[src/rtl/multiplier_arbiter_pkg.sv]
// multiplier_arbiter_pkg: state encoding and width default shared by the multiplier arbiter slice
package multiplier_arbiter_pkg;
  localparam int WIDTH_DEF = 32;
  typedef enum logic [2:0] {
    IDLE  = 3'd0,
    START = 3'd1,
    BUSY  = 3'd2,
    DONE  = 3'd3,
    ABORT = 3'd4
  } state_t;
endpackage

[src/rtl/multiplier_arbiter_rr.sv]
// rr_arbiter_2: two-way round-robin winner select with a pointer that moves away from the last served requester
module rr_arbiter_2 (
  input  logic clk,
  input  logic rst,
  input  logic req0,
  input  logic req1,
  input  logic flip,
  input  logic served,
  output logic win
);
  logic ptr;
  assign win = (req0 && req1) ? ptr : req1;
  always_ff @(posedge clk or negedge rst)
    if (!rst) ptr <= 1'b0;
    else if (flip) ptr <= ~served;
endmodule

[src/rtl/multiplier_arbiter.sv]
// multiplier_arbiter: shares one multiplier between two requesters with round-robin grant and a timeout watchdog
module multiplier_arbiter
  import multiplier_arbiter_pkg::*;
#(
  parameter int WIDTH   = WIDTH_DEF,
  parameter int TIMEOUT = 40,
  parameter int CNT_W   = 6
) (
  input  logic               clk,
  input  logic               rst,
  input  logic               req0,
  input  logic [WIDTH-1:0]   a0,
  input  logic [WIDTH-1:0]   b0,
  input  logic               req1,
  input  logic [WIDTH-1:0]   a1,
  input  logic [WIDTH-1:0]   b1,
  output logic               done0,
  output logic               done1,
  output logic               err0,
  output logic               err1,
  output logic [2*WIDTH-1:0] p_out,
  output logic               busy,
  output logic [WIDTH-1:0]   mul_a,
  output logic [WIDTH-1:0]   mul_b,
  output logic               mul_start,
  output logic               mul_ena,
  input  logic [2*WIDTH-1:0] mul_p,
  input  logic               mul_dne
);
  state_t state, nxt;
  logic id, win;
  logic [CNT_W-1:0] cnt;
  rr_arbiter_2 u_rr (
    .clk(clk), .rst(rst), .req0(req0), .req1(req1),
    .flip(state == DONE || state == ABORT), .served(id), .win(win)
  );
  always_comb begin
    nxt = IDLE;
    case (state)
      IDLE:    nxt = (req0 || req1) ? START : IDLE;
      START:   nxt = BUSY;
      BUSY:    nxt = mul_dne ? DONE : (cnt == CNT_W'(TIMEOUT - 1)) ? ABORT : BUSY;
      default: nxt = IDLE;
    endcase
  end
  assign busy      = state != IDLE;
  assign mul_start = state == START;
  assign mul_ena   = state == START || state == BUSY;
  assign done0     = state == DONE && !id;
  assign done1     = state == DONE && id;
  assign err0      = state == ABORT && !id;
  assign err1      = state == ABORT && id;
  // dne only matters in BUSY, so a value left over from the previous product is never taken
  always_ff @(posedge clk or negedge rst)
    if (!rst) begin
      state <= IDLE;
      id    <= 1'b0;
      cnt   <= '0;
      mul_a <= '0;
      mul_b <= '0;
      p_out <= '0;
    end else begin
      state <= nxt;
      if (state == IDLE && nxt == START) begin
        id    <= win;
        mul_a <= win ? a1 : a0;
        mul_b <= win ? b1 : b0;
        cnt   <= '0;
      end
      if (state == BUSY) cnt <= cnt + 1'b1;
      if (state == BUSY && nxt == DONE) p_out <= mul_p;
    end
endmodule

[config.mk]
export PLATFORM = sky130hd
export DESIGN_NAME = multiplier_arbiter
export DESIGN_NICKNAME = d
export VERILOG_FILES = /design/src/rtl/multiplier_arbiter_pkg.sv /design/src/rtl/multiplier_arbiter_rr.sv /design/src/rtl/multiplier_arbiter.sv
export SDC_FILE = /design/constraint.sdc
export NUM_CORES = 1
export LEC_CHECK = 0
export CAP_MARGIN = 40
export CORE_ASPECT_RATIO = 0.75
export CORE_MARGIN = 3
export CORE_UTILIZATION = 44
export CTS_BUF_LIST = sky130_fd_sc_hd__clkbuf_4 sky130_fd_sc_hd__clkbuf_8
export DETAILED_ROUTE_END_ITERATION = 10
export PLACE_DENSITY = 0.88
export SLEW_MARGIN = 20
export SYNTH_ARGS = -nofsm -noshare
export SYNTH_HDL_FRONTEND = slang
export SYNTH_SLANG_ARGS = --single-unit
[constraint.sdc]
create_clock -name clk -period 4.6 [get_ports clk]
set_input_delay 0.46 -clock clk [delete_from_list [all_inputs] [get_ports clk]]
set_output_delay 0.46 -clock clk [all_outputs]
set_load 0.02 [all_outputs]
==> results of run 1 <==
[per-layer routing]
metal	vias to the layer above	GRT usage [%]	wire length (um)
li1	2731	-	-
met3	46	8.778	1694
met5	-	0	0
met4	0	11.39	775
met1	2884	29.10	7973
met2	247	44.90	10750
[critical path: stages (launching register included)]
cell and delay [ps]:
sky130_fd_sc_hd__dfrtp_1 530, sky130_fd_sc_hd__or3b_4 540, sky130_fd_sc_hd__nand2b_1 120, sky130_fd_sc_hd__clkdlybuf4s50_1 610
[where the power goes]
part,switching [mW],total [mW],internal [mW]
Sequential,0.350,2.18,1.83
Combinational,1.83,3.52,1.69
Clock,0.539,0.996,0.457
Total,2.72,6.69,3.97
[logic make-up after synthesis]
| group | after synthesis |
|---|---|
| and+or+nand+nor | 98 |
| buffers and inverters | 63 |
| DFF | 139 |
| adders and majority gates | 1 |
| AOI/OAI and AO/OA | 205 |
| muxes | 66 |
[worst paths after layout]
path / to / slack (ps)
max: mul_ena / 1920
min: p_out[58]$_DFFE_PN0P_ / 460
max reg2reg: p_out[35]$_DFFE_PN0P_ / 2280
min reg2reg: p_out[23]$_DFFE_PN0P_ / 490
max in group asynchronous: mul_a[1]$_DFFE_PN0P_ / 2930
min in group clk: p_out[23]$_DFFE_PN0P_ / 490
[area by class of cell]
cell class / instances / area, um2
clock buffers: 18 / 241.5
inverters: 3 / 11.26
flip-flops and latches: 139 / 3478
well taps: 195 / 244.0
fillers: 1014 / 3817
clock inverters: 14 / 151.4
diodes: 1 / 2.502
multi-input cells: 370 / 2613
repair buffers: 343 / 3422
[sequential cells by signal, summed over array words and instances (netlist names)]
| signal | flops |
|---|---|
| p_out | 64 |
| mul_a | 32 |
| mul_b | 32 |
| cnt | 6 |
| state | 3 |
| id | 1 |
| u_rr.ptr | 1 |
[cell usage in the layout (no fill, tap or decap), types with 4 or more instances in the layout]
master,Yosys,routed
sky130_fd_sc_hd__nand3b_1,64,64
sky130_fd_sc_hd__nor2_1,5,4
sky130_fd_sc_hd__clkbuf_8,0,17
sky130_fd_sc_hd__mux2_2,15,15
sky130_fd_sc_hd__dfrtp_1,139,139
sky130_fd_sc_hd__inv_6,0,4
sky130_fd_sc_hd__buf_4,2,10
sky130_fd_sc_hd__inv_8,0,4
sky130_fd_sc_hd__a31oi_1,64,64
sky130_fd_sc_hd__a21oi_1,65,65
sky130_fd_sc_hd__o21ai_0,68,68
sky130_fd_sc_hd__clkdlybuf4s50_1,0,329
sky130_fd_sc_hd__nand2_1,6,6
sky130_fd_sc_hd__mux2_1,49,49
[what timing repair did]
| action | in CTS | in global routing |
|---|---|---|
| hold endpoints to repair | 34 | 0 |
| hold buffers | 1 | 0 |
| endpoints found under the setup margin | 0 | 0 |
| gates resized for setup | 0 | 0 |
==> results.md, run 1 <==
- The flow ran to the end, and the final reports show no timing, DRC or antenna violations.
- For this design, the sink count on the clock tree is 139.
- The length of the first detailed-routing pass in iterations is 5.
- The die span in y is 110.4 um.
- In this run the cell area measured after placement is 0.009758 mm2.
- Sequential elements use 54.35% of the synthesized area.
- The fraction of layout cells with a size suffix above 1 is 8.117%.
- In this run the tightest slew margin relative to its limit is 42.87%.
- The most used standard cell by instance count after synthesis is sky130_fd_sc_hd__dfrtp_1.
- The insertion delay to the later sink of the worst-skew pair is 440 ps.
- The startpoint-to-endpoint class of the critical path is register to output port.
- The post-route fraction of the period consumed by the critical path is 58.36%.
- The number of DRC markers after the initial detailed-route iteration is 283.
- The number of endpoints with negative hold slack in the final report is 0.
- The post-CTS setup buffer count is 0.
- The global routing usage summed across all routing layers is 25.91%.
- The floorplan has 37 rows.
- The number of levels in the clock H-tree is 4.
- The layout-stage area growth over the synthesis result is 58.81%.
- The aggregate global routing overflow is 0.
- The via count is 5908.
- Buffers placed on the I/O ports in this run total 331.
- The count of flip-flops with a built-in enable after synthesis is 0.
- Measured along the x axis, the die boundary spans 145.3 um.
- The worst hold path belongs to the class primary input to asynchronous set/reset pin.
- The required time reported for the critical path endpoint is 4140 ps.
- Final hold analysis gives a worst-case slack of 456.6 ps.
- Yosys attributes the largest share of cell area to sky130_fd_sc_hd__dfrtp_1, sky130_fd_sc_hd__mux2_1, sky130_fd_sc_hd__nand3b_1.
- The worst clock skew is 19.99 ps.
- The final critical delay including setup and external delays is 2685 ps.
- The design area is 0.01016 mm2.
- The clock tree root buffer cell is sky130_fd_sc_hd__clkbuf_8.
- The portion of netlist area occupied by mux cells is 11.57%.
- The accumulated negative setup slack is 0 ps.
- The final max-slew violation count is 0.
- The maximum vdd ir drop is 0.2857 mV.
- The number of global-route vias before repair was 5986.
- Synthesis handed over a netlist of 572 instances.
- The slew at the pin closest to its max-slew limit is 855.1 ps.
- The reg-to-reg critical path startpoint is state[1]$_DFF_PN0_.
- After the last flow step, the layout net total stands at 1072.
- The core outline area is 0.01398 mm2.
- The commonest cells after synthesis are sky130_fd_sc_hd__dfrtp_1, sky130_fd_sc_hd__o21ai_0, sky130_fd_sc_hd__a21oi_1.
- The total design power is 6.687 mW.
- The pin count of the biggest net entering global routing is 71.
- The synthesized area divided by synthesized cell count is 11.19 um2.
- The number of instances in the placed design is 1049.
- After detailed routing, the number of remaining DRC violations is 0.
- For this block, the routed nets add up to 21.19 mm of wire.
- The per-cell routed wire length is 19.57 um.
- The die covers 0.01604 mm2.
- Of the total synthesized cell area, the portion taken by full adders, half adders and majority gates is 0.1955%.
- The number of antenna violations at the first check in global routing is 1.
- The share of Yosys cell area claimed by the top area cell type is 54.35%.
- The number of warnings issued by yosys is 0.
- The synthesis-stage register bit count is 139.
- The setup slack of the critical path after layout is 1915 ps.
- In this run the cell area of the synthesized design comes to 0.006400 mm2.
- The clock passes through at most 2 buffers.
- The global-route wire length before repair is 33.07 mm.
- The worst setup slack before clock tree synthesis is 2027 ps.
- The clock slew seen by the registers of the worst setup and hold paths is 100 ps.
- Max-cap violations in this run came to 0.
- The post-synthesis share of cell area spent on xor and xnor gates is 0%.
- The critical path arrival is 2220 ps.
- The count of nets left with antenna violations once routing finished came out at 0.
- The critical path starts at state[2]$_DFF_PN0_.
- The number of distinct library cells after synthesis is 42.
- The effective utilization at floorplan is 45.78%.
- The final cell count without fillers is 1083.
- The synthesized netlist devotes 11.10% of its cell area to simple gates.
- The endpoint type of the worst setup path is an output port.
- The total clock buffers created by CTS is 17.
- Setup repair after global routing left no endpoint under its margin.
- The worst setup path is launched from a register.
- Dividing total power by cell area gives a power density of 657.9 mW/mm2.
- The cell accounting for the most synthesized area is sky130_fd_sc_hd__dfrtp_1.
- The core utilization of the finished layout is 72.70%.
- Based on the critical path, the design can be clocked at up to 372.5 MHz.
- The most used flip-flop cell after synthesis is sky130_fd_sc_hd__dfrtp_1.
- TritonCTS built the clock tree.
- The main combinational cell family by area after synthesis is compound AO/OA/AOI/OAI gates.
- The maximum fanout along the worst path is 12.
- At the end of routability-driven placement, the weighted congestion stood at 0.8314.
- The static leakage power is 3.938 nW.
- The fraction of registers with async set/reset is 100.0%.
- The number of I/O pins is 332.
- The depth of the most critical reg-to-reg path is 4.
- Summing the areas of all compound-gate instances in the mapped netlist gives 17.69% of the synthesized area.
- Setup violations remaining at the end of the flow were counted as 0.
- The post-synthesis net count is 770.
- Dividing the detail-routed via count by the number of cells gives 5.455.
- The post-DP HPWL is 14.98 mm.
No activity file was read; power rests on OpenSTA's default activity.
==> inputs of run 2 (changes only) <==
--- a/config.mk
+++ b/config.mk
@@ -8,10 +8,10 @@
 export CAP_MARGIN = 40
 export CORE_ASPECT_RATIO = 0.75
 export CORE_MARGIN = 3
-export CORE_UTILIZATION = 44
+export CORE_UTILIZATION = 37
 export CTS_BUF_LIST = sky130_fd_sc_hd__clkbuf_4 sky130_fd_sc_hd__clkbuf_8
 export DETAILED_ROUTE_END_ITERATION = 10
-export PLACE_DENSITY = 0.88
+export PLACE_DENSITY = 0.79
 export SLEW_MARGIN = 20
 export SYNTH_ARGS = -nofsm -noshare
 export SYNTH_HDL_FRONTEND = slang
==> constraint.sdc (replaced) <==
create_clock -name clk -period 2.4 [get_ports clk]
set_input_delay 0.24 -clock clk [delete_from_list [all_inputs] [get_ports clk]]
set_output_delay 0.24 -clock clk [all_outputs]
set_load 0.02 [all_outputs]
==> run 2 against run 1 <==
Die area is 18% higher. Core utilization shrank 10 points. First-iteration DRC count up 27%. Total power increased by 91%. Non-clock buffer count increased by 3. Critical path type unchanged.
==> results.md, run 2 (synthesis results as in run 1) <==
- Status: finished clean (unchanged).
- The number of antenna violations at the first check in global routing is 0 (was 1).
- The maximum count of clock buffers along a single path came to 2 (unchanged).
- The reg-to-reg critical path startpoint is state[2]$_DFF_PN0_ (was state[1]$_DFF_PN0_).
- The number of fill cells in the layout is 1363 (was 1014).
- The fraction of power consumed by combinational cells came to 53.1% (was 52.6%).
- The count of port buffers added during placement was 331 (unchanged).
- The endpoint type of the worst setup path is an output port (unchanged).
- Ordered cell list for the critical path: nor2_1, and3_2, clkdlybuf4s50_1 (was or3b_4, nand2b_1, clkdlybuf4s50_1).
- The slowest stage cell on the critical path is sky130_fd_sc_hd__clkdlybuf4s50_1 (unchanged).
- The slew at the pin closest to its max-slew limit is 695.9 ps (was 855.1 ps).
- The via count is 5788 (was 5908).
- The per-cell routed wire length came to 19.21 um (was 19.57 um).
- The worst clock skew came to 14.84 ps (was 19.99 ps).
- The number of nets in the layout is 1075 (was 1072).
- The depth of the most critical reg-to-reg path is 4 (unchanged).
- The critical path arrival came to 1940 ps (was 2220 ps).
- The number of global-route vias before repair was 5680 (was 5986).
- The storage element area is 0.003482 mm2 (was 0.003478 mm2).
- The length of the first detailed-routing pass in iterations is 4 (was 5).
- The last weighted congestion value of the routability-driven placer was 0.8281 (was 0.8314).
- Most frequent cells in the layout: sky130_fd_sc_hd__clkdlybuf4s50_1, sky130_fd_sc_hd__dfrtp_1, sky130_fd_sc_hd__o21ai_0 (unchanged).
- The accumulated negative setup slack is 0 ps (unchanged).
- The max-capacitance violation count is 0 (unchanged).
- The maximum fanout along the worst path came to 9 (was 12).
- The portion of total power attributed to the clock network is 14.3% (was 14.9%).
- The number of DRC markers after the initial detailed-route iteration was 360 (was 283).
- The die span in y is 119.9 um (was 110.4 um).
- Registers with the most flip-flops: p_out: 64 flops, mul_a: 32 flops, mul_b: 32 flops (unchanged).
- The pin count of the biggest net entering global routing is 66 (was 71).
- The sequential cell fraction of total power was 32.6% (was 32.5%).
- The clock tree root buffer cell is sky130_fd_sc_hd__clkbuf_8 (unchanged).
- The final number of setup-violating endpoints is 0 (unchanged).
- The die outline area was 0.01893 mm2 (was 0.01604 mm2).
- The die boundary width was 157.9 um (was 145.3 um).
- The startpoint-to-endpoint class of the critical path is register to output port (unchanged).
- The number of I/O pins was 332 (unchanged).
- The number of flip-flops in the largest register is 64 (unchanged).
- The required time reported for the critical path endpoint is 2160 ps (was 4140 ps).
- The final routed wirelength across all metal layers is 21.13 mm (was 21.19 mm).
- The reg-to-reg endpoint is p_out[34]$_DFFE_PN0P_ (was p_out[35]$_DFFE_PN0P_).
- The largest incremental delay on the critical path is 610 ps (about the same).
- The core outline area is 0.01647 mm2 (was 0.01398 mm2).
- The critical path startpoint category is a register (unchanged).
- The net switching power was 5.165 mW (was 2.716 mW).
- The clock slew seen by the registers of the worst setup and hold paths was 90 ps (was 100 ps).
- The fraction of layout cells with a size suffix above 1 is 8.876% (was 8.117%).
- The final critical delay including setup and external delays is 2181 ps.
- The number of clock sinks is 139 (unchanged).
- The detailed-route DRC error count is 0 (unchanged).
- The worst hold path begins at req1.
- The TritonCTS clock tree is yes (unchanged).
- The post-route fraction of the period consumed by the critical path is 90.88%.
- The most common cell after layout, fill and taps aside was sky130_fd_sc_hd__clkdlybuf4s50_1 (unchanged).
- Unrepaired setup endpoints after global routing: false (unchanged).
- The worst hold path stage count is 3.
- The worst hold path terminates at mul_a[29]$_DFFE_PN0P_.
- The reg2reg setup slack was 510 ps (was 2280 ps).
- The maximum vdd ir drop was 0.6720 mV (was 0.2857 mV).
- The site row count is 40 (was 37).
- The insertion delay to the later sink of the worst-skew pair is 460 ps (was 440 ps).
- The share of total power consumed by net switching was 40.38% (was 40.62%).
- The register with the most flip-flops was p_out (unchanged).
- The final max-slew violation count was 0 (unchanged).
- The area of combinational cells with multiple inputs is 0.002618 mm2 (was 0.002613 mm2).
- The class of the tightest hold or removal check is primary input to register (was primary input to asynchronous set/reset pin).
- The global routing usage summed across all routing layers was 21.43% (was 25.91%).
- The layout-stage area growth over the synthesis result is 60.70% (was 58.81%).
- The power density normalized to cell area came to 1244 mW/mm2 (was 657.9 mW/mm2).
- The via density per instance was 5.262 (was 5.455).
- The final cell count without fillers is 1100 (was 1083).
- The number of instances in the placed design came to 1067 (was 1049).
- The aggregate global routing overflow is 0 (unchanged).
- The number of endpoints with negative hold slack in the final report was 0 (unchanged).
- The maximum operating frequency is 458.5 MHz.
- The post-DP HPWL is 15.22 mm (was 14.98 mm).
- The internal power consumption is 7.626 mW (was 3.971 mW).
- The relative max-transition margin is 53.61% (was 42.87%).
- The number of levels in the clock H-tree is 4 (unchanged).
- The effective utilization at floorplan is 38.87% (was 45.78%).
- The residual antenna-violating net count after detailed routing is 0 (unchanged).
- The number of diodes added for antenna fixing came to 0 (was 1).
- The global-route wire length before repair is 31.38 mm (was 33.07 mm).
- The total clock buffers created by CTS came to 17 (unchanged).
- The static leakage power is 3.966 nW (was 3.938 nW).
## run 2: power by group through the flow
stage / Sequential, mW / Combinational [mW] / Clock, mW
finish: 4.17 / 6.79 / 1.83
global route: 4.32 / 7.22 / 1.97
CTS: 4.18 / 6.87 / 1.89
detailed placement: 4.21 / 6.87 / 0
global placement: 4.17 / 6.77 / 0
floorplan: 5.46 / 2.23 / 0
## run 2: worst max-delay path: cells and delay by family, from the launching register on
| kind | cells | cell delay, ps |
|---|---|---|
| buf+inv | 1 | 610 |
| flops | 1 | 490 |
| simple gates | 2 | 400 |
## run 2: final cells by class
class,count,share of cell area [%]
Clock buffer,18,2.409
Inverter,3,0.1095
Sequential cell,139,33.86
Clock inverter,14,1.241
Timing Repair Buffer,346,34.38
Multi-Input combinational cell,370,25.45
Tap cell,210,2.555
## run 2: what timing repair did
item | 4_1_cts | 5_1_grt
hold buffers | 1 | 0
setup buffers | 0 | 0
hold endpoints to repair | 44 | 0
gates resized for setup | 5 | 0
setup endpoints to repair | 1 | 0
## run 2: worst max-delay path by stage
stage                       startpoint  endpoint  slack, ps  depth (start not counted)
global route        state[0]$_DFF_PN0_      err1        120                          3
finish              state[0]$_DFF_PN0_      err1        220                          3
CTS                 state[0]$_DFF_PN0_      err1        170                          3
floorplan           state[2]$_DFF_PN0_   mul_ena        700                          3
global placement    state[2]$_DFF_PN0_   mul_ena        440                          3
detailed placement  state[2]$_DFF_PN0_   mul_ena        420                          3
## run 2: metrics by stage
step | hold slack, ps | utilization (%) | power (mW) | worst slack (ps) | cell area (um2)
after CTS | 102.4 | 62.46 | 12.94 | 167.9 | 10280
after floorplan | -55.59 | - | 7.686 | 702.9 | 6400
after detailed placement | 205.7 | 60.08 | 11.09 | 417.7 | 9892
final | 147.2 | 62.46 | 12.79 | 218.9 | 10280
after global routing | 124.7 | 62.46 | 13.51 | 122.6 | 10280
after global placement | 201.9 | 60.08 | 10.94 | 437.0 | 9892
## run 2: layer usage
layer	vias up	part of all wire [%]	track usage, %
met5	-	0	0
met4	0	1.2	5.257
met3	23	10	8.508
met2	236	49	36.21
met1	2802	40	25.55
li1	2727	-	-
